[config.mk]
export PLATFORM = sky130hd
export DESIGN_NAME = sensor_event_arbiter
export DESIGN_NICKNAME = d
export VERILOG_FILES = /design/src/rtl/sensor_event_arbiter_pkg.sv /design/src/rtl/sensor_rr_pick.sv /design/src/rtl/sensor_event_arbiter.sv
export SDC_FILE = /design/constraint.sdc
export NUM_CORES = 1
export LEC_CHECK = 0
export BUFFER_PORTS_ARGS = -buffer_cell sky130_fd_sc_hd__buf_2
export CORE_MARGIN = 2
export CORE_UTILIZATION = 35
export DETAILED_ROUTE_END_ITERATION = 10
export SLEW_MARGIN = 40
export SYNTH_ARGS = -nofsm -noshare
export SYNTH_HDL_FRONTEND = slang
export SYNTH_SLANG_ARGS = --single-unit
[constraint.sdc]
create_clock -name clk -period 2.85 [get_ports clk]
set_clock_uncertainty 0.2 [all_clocks]
set_input_delay 0.855 -clock clk [delete_from_list [all_inputs] [get_ports clk]]
set_output_delay 0.855 -clock clk [all_outputs]
set_load 0.02 [all_outputs]
[src/rtl/sensor_event_arbiter_pkg.sv]
// Shared definitions for the sensor event arbiter: FSM states, sensor indices, width helpers.
package sensor_event_arbiter_pkg;

    typedef enum logic [0:0] {
        ST_IDLE  = 1'b0,
        ST_OFFER = 1'b1
    } arb_state_t;

    localparam int SNS_LIGHT = 0;
    localparam int SNS_SOUND = 1;
    localparam int SNS_PROX  = 2;
    localparam int SNS_BTN   = 3;

    // Bits needed to hold 0..max_val; never less than one so COOLDOWN=0 still builds.
    function automatic int cnt_w(input int max_val);
        return (max_val < 1) ? 1 : $clog2(max_val + 1);
    endfunction

    // Bits needed to index n entries.
    function automatic int idx_w(input int n);
        return (n < 2) ? 1 : $clog2(n);
    endfunction

endpackage

[src/rtl/sensor_rr_pick.sv]
// Combinational winner select over the pending flags.
// FIXED_PRIO_EN defined: lowest index wins; otherwise round robin starting at i_rr_ptr.
module sensor_rr_pick
    import sensor_event_arbiter_pkg::*;
#(
    parameter int N_SENSORS = 4,
    parameter int IDX_W     = 2
) (
    input  logic [N_SENSORS-1:0] i_pending,
    input  logic [IDX_W-1:0]     i_rr_ptr,
    output logic [IDX_W-1:0]     o_winner,
    output logic                 o_any
);

    logic w_found;

    always_comb begin
        o_winner = '0;
        o_any    = |i_pending;
        w_found  = 1'b0;
`ifdef FIXED_PRIO_EN
        for (int i = N_SENSORS - 1; i >= 0; i--) begin
            if (i_pending[i]) o_winner = IDX_W'(i);
        end
`else
        for (int off = 0; off < N_SENSORS; off++) begin
            int idx;
            idx = int'(i_rr_ptr) + off;
            if (idx >= N_SENSORS) idx = idx - N_SENSORS;
            if (!w_found && i_pending[idx]) begin
                o_winner = IDX_W'(idx);
                w_found  = 1'b1;
            end
        end
`endif
    end

endmodule

[src/rtl/sensor_event_arbiter.sv]
// Captures falling edges of active-low sensors into pending flags and serialises them
// onto a valid/ready channel with per-sensor cooldown. FIXED_PRIO_EN selects fixed priority.
module sensor_event_arbiter
    import sensor_event_arbiter_pkg::*;
#(
    parameter int N_SENSORS = 4,
    parameter int COOLDOWN  = 50,
    localparam int IDX_W    = idx_w(N_SENSORS),
    localparam int CD_W     = cnt_w(COOLDOWN)
) (
    input  logic                 clk,
    input  logic                 reset,
    input  logic [N_SENSORS-1:0] sensor_n,
    input  logic                 enable,
    output logic                 evt_valid,
    output logic [IDX_W-1:0]     evt_id,
    input  logic                 evt_ready,
    output logic [N_SENSORS-1:0] pending,
    output logic                 overrun
);

    arb_state_t             r_state;
    logic [N_SENSORS-1:0]   r_sensor_q;
    logic [IDX_W-1:0]       r_rr_ptr;
    logic [CD_W-1:0]        r_cd [N_SENSORS];

    logic [N_SENSORS-1:0]   w_fall;
    logic [N_SENSORS-1:0]   w_cd_zero;
    logic [N_SENSORS-1:0]   w_acc_vec;
    logic [N_SENSORS-1:0]   w_cap;
    logic                   w_acc;
    logic [IDX_W-1:0]       w_winner;
    logic                   w_any;

    assign w_fall = r_sensor_q & ~sensor_n;
    assign w_acc  = evt_valid & evt_ready;

    always_comb begin
        w_acc_vec = '0;
        if (w_acc) w_acc_vec[evt_id] = 1'b1;
    end

    // An edge on the sensor being accepted this cycle is dropped, not merged.
    assign w_cap = w_fall & {N_SENSORS{enable}} & w_cd_zero & ~w_acc_vec;

    for (genvar g = 0; g < N_SENSORS; g++) begin : g_cd
        assign w_cd_zero[g] = (r_cd[g] == '0);

        always_ff @(posedge clk) begin
            if (!reset)
                r_cd[g] <= '0;
            else if (w_acc_vec[g])
                r_cd[g] <= CD_W'(COOLDOWN);
            else if (!w_cd_zero[g])
                r_cd[g] <= r_cd[g] - CD_W'(1);
        end
    end

    always_ff @(posedge clk) begin
        if (!reset) begin
            r_sensor_q <= '1;
            pending    <= '0;
            overrun    <= 1'b0;
        end else begin
            r_sensor_q <= sensor_n;
            pending    <= (pending & ~w_acc_vec) | w_cap;
            overrun    <= |(w_cap & pending & ~w_acc_vec);
        end
    end

    sensor_rr_pick #(
        .N_SENSORS (N_SENSORS),
        .IDX_W     (IDX_W)
    ) u_pick (
        .i_pending (pending),
        .i_rr_ptr  (r_rr_ptr),
        .o_winner  (w_winner),
        .o_any     (w_any)
    );

    // Offer stays frozen in ST_OFFER until the consumer takes it.
    always_ff @(posedge clk) begin
        if (!reset) begin
            r_state   <= ST_IDLE;
            evt_valid <= 1'b0;
            evt_id    <= '0;
            r_rr_ptr  <= '0;
        end else begin
            case (r_state)
                ST_IDLE: begin
                    if (w_any) begin
                        evt_id    <= w_winner;
                        evt_valid <= 1'b1;
                        r_state   <= ST_OFFER;
                    end
                end
                ST_OFFER: begin
                    if (evt_ready) begin
                        evt_valid <= 1'b0;
                        r_state   <= ST_IDLE;
`ifndef FIXED_PRIO_EN
                        r_rr_ptr  <= (evt_id == IDX_W'(N_SENSORS - 1)) ? '0 : evt_id + IDX_W'(1);
`endif
                    end
                end
                default: r_state <= ST_IDLE;
            endcase
        end
    end

endmodule
==> summary.md <==
| Metric | Value |
|---|---|
| Status | `complete, no violations` |
| Vias in the first global route | `1307` |
| CTS root buf | `clkbuf_8` |
| MaxCap Viol Count | `0` |
| DIE WIDTH | `79.7 um` |
| Final hold vios | `0` |
| CTS Sinks | `39` |
| Detailed placement HPWL | `2870 um` |
| Total Routed Length | `approximately 3800 um` |
| Seq cells post-synth | `39` |
| Top_reg_cell synth | `edfxtp_1` |
| Worst vdd ir | `302 uV` |
| YS warnings | `0` |
| H-tree Lvls | `2` |
| Dpl cell area | `around 2200 um2` |
| Crit-path max FO | `8` |
| Global route overflow | `0` |
| Tot GR Track Use | `0.128` |
| Final setup TNS | `0 ns` |
| Leakage | `around 0.95 nW` |
| Layout Utilization | `0.415` |
| Clock latency on the worst-skew pair | `between 0.2 and 0.3 ns` |
| Worst path required time | `1.80 ns` |
| Count of boundary I/O pins | `16` |
| Placer's final routability congestion estimate | `a little under 0.8` |
| Syn nets | `approximately 210` |
| Final non-filler cell area | `~2300 um2` |
| Post-CTS Setup Repair Bufs | `0` |
| Rel. slew slack | `0.729` |
| Total number of vias | `1422` |
| Measured slew at the worst slew-check pin | `a little over 0.4 ns` |
| Top delay family on crit path | `flip-flops` |
| Area of the die | `6360 um2` |
| DRC violations left | `0` |
| Antenna cells | `0` |
| Yosys top cell area share | `0.359` |
| CP Class | `register to output port` |
| WP data arrival | `a little over 1 ns` |
| R2r setup slk | `0.86 ns` |
| Post-Syn Instances | `between 150 and 200` |
| CP startpoint kind | `register` |
| Die Y | `about 80 um` |
| Pins Over Slew Limit | `0` |
| Final period util | `0.730` |
| Delay of the slowest critical-path stage | `roughly 0.50 ns` |
| Netlist cell types | `46` |
| Unrepaired setup endpoints after global routing | `false` |
| # setup viols final | `0` |
| First-pass GRT wire length | `6300 um` |
| Number of port buffers | `15` |
| Largest net degree at the start of global routing | `18` |
| Final min period | `between 2 and 2.5 ns` |
| Post-Syn Area | `around 2000 um2` |
| Initial Util | `0.362` |
| Async S/R FF share, synth | `0` |
| PwrDens | `between 1000 and 1500 nW/um2` |
| Area Overhead vs Synth | `14.4%` |
| Core area | `5540 um2` |
| Sequential area share after synthesis | `0.508` |
| Initial antenna violation count | `0` |
| Post-CTS sizing | `0` |
| Post-DR vias/cell | `just under 5` |
| Number of synthesized flops with an enable pin | `24` |
| Nets | `about 230` |
| CP Buf/Inv Count | `1` |
| Synthesized area per cell | `10.3 um2` |
| Initial DRC Count | `between 80 and 90` |
| WL/cell | `between 10 and 15 um` |
| CTS tree | `done` |
| Crit end category | `output port` |
| Pre-Repair DR Iteration Count | `4` |
| HP Class | `register to register` |
| FMAX | `between 0.4 and 0.5 GHz` |
| Clk slew on worst S/H paths | `~0.080 ns` |
| Post-route ant nets | `0` |
| CTS Buffer Depth | `2` |
| Synth top area cells | `edfxtp_1, dfxtp_1, ha_1` |
| Yosys top cell by area | `edfxtp_1` |
| Hold_buf cts | `0` |
| Layout cells sized above 1 | `0.162` |
| Worst-path cell chain | `buf_2` |
| Rows | `27` |
| Slowest CP cell | `dfxtp_1` |
| Inserted Clock Buffers | `5` |
final cells by class:
class | instances | area, um2
fill | 564 | 3240
sequential | 39 | 1020
multi-input combinational | 139 | 922
tap | 72 | 90.1
timing repair buffer | 15 | 75.1
clock buffer | 6 | 72.6
clock inverter | 2 | 60.1
inverter | 15 | 56.3
routing by layer:
layer | up-vias | global-route usage | part of all wire
li1 | 736 | - | -
met5 | - | 0 | 0
met2 | 23 | 0.188 | 0.44
met3 | 6 | 0.0430 | 0.042
met1 | 657 | 0.177 | 0.51
met4 | 0 | 0.0441 | 0.014
cell usage after synthesis, types with 2 or more instances:
master	number
o21ai_1	8
a21oi_1	12
ha_1	9
nand2_1	12
a21o_1	2
edfxtp_1	24
or3_1	2
nand4_1	3
nand3b_1	2
and3_1	4
nor2b_1	3
nor4_2	2
nand2b_1	5
a31oi_1	2
nor2_1	21
nor3_1	3
xor2_1	4
nand3_1	10
dfxtp_1	15
and2_1	2
nor3_2	2
xnor2_1	8
inv_1	14
o21ai_0	4
cell families after synthesis:
logic type                 synth area share
buffers and inverters                0.0324
adders and majority gates            0.0561
and+or+nand+nor                       0.236
AOI/OAI and AO/OA                     0.115
xor gates and xnor gates             0.0523
DFF                                   0.508
state kept, by name, indices dropped and copies added, names as in the netlist:
register / cells
r_cd: 24
pending: 4
r_sensor_q: 4
evt_id: 2
r_rr_ptr: 2
evt_valid: 1
overrun: 1
r_state: 1
worst paths after layout:
check | start | to | depth (start not counted)
hold reg to reg | r_sensor_q[0] | pending[0] | 2
setup reg to reg | r_cd[0][0] | r_cd[0][3] | 5
hold / removal | r_sensor_q[0] | pending[0] | 2
setup / recovery | pending[1] | pending[1] | 1
through the flow:
step	instances	hold slack [ns]	setup slack (ns)	power, mW
final	288	0.312	0.769	2.33
after global routing	288	0.343	0.706	2.50
after CTS	288	0.309	0.755	2.36
after floorplan	195	0.271	0.877	1.62
after global placement	280	0.283	0.760	1.79
after detailed placement	280	0.291	0.720	1.80
where the power goes:
group	internal [mW]	switching, mW	leakage (nW)
Clock	0.350	0.197	0.0654
Combinational	0.358	0.427	0.485
Sequential	0.842	0.159	0.397
Total	1.55	0.783	0.947
tightest hold or removal path, stage by stage (launching register included):
cell	delay, ns
dfxtp_1	0.33
a31oi_1	0.07
nor2_1	0.08
layout by cell type (no fill, tap or decap), types with 2 or more instances in the layout:
cell type / netlist / final
and3_1: 4 / 4
o21ai_1: 8 / 8
nand2_1: 12 / 12
nand3_1: 10 / 10
xnor2_1: 8 / 8
and2_1: 2 / 2
nor3_1: 3 / 3
clkbuf_8: 0 / 5
dfxtp_1: 15 / 15
nor3_2: 2 / 2
buf_2: 1 / 15
nand4_1: 3 / 3
o21ai_0: 4 / 4
nor2_1: 21 / 21
xor2_1: 4 / 4
nor2b_1: 3 / 3
nand3b_1: 2 / 2
a31oi_1: 2 / 2
or3_1: 2 / 2
nor4_2: 2 / 2
ha_1: 9 / 9
nand2b_1: 5 / 5
inv_1: 14 / 14
a21oi_1: 12 / 12
a21o_1: 2 / 2
bufinv_16: 0 / 2
edfxtp_1: 24 / 24
Note: power is estimated with default switching activity, not from simulation.
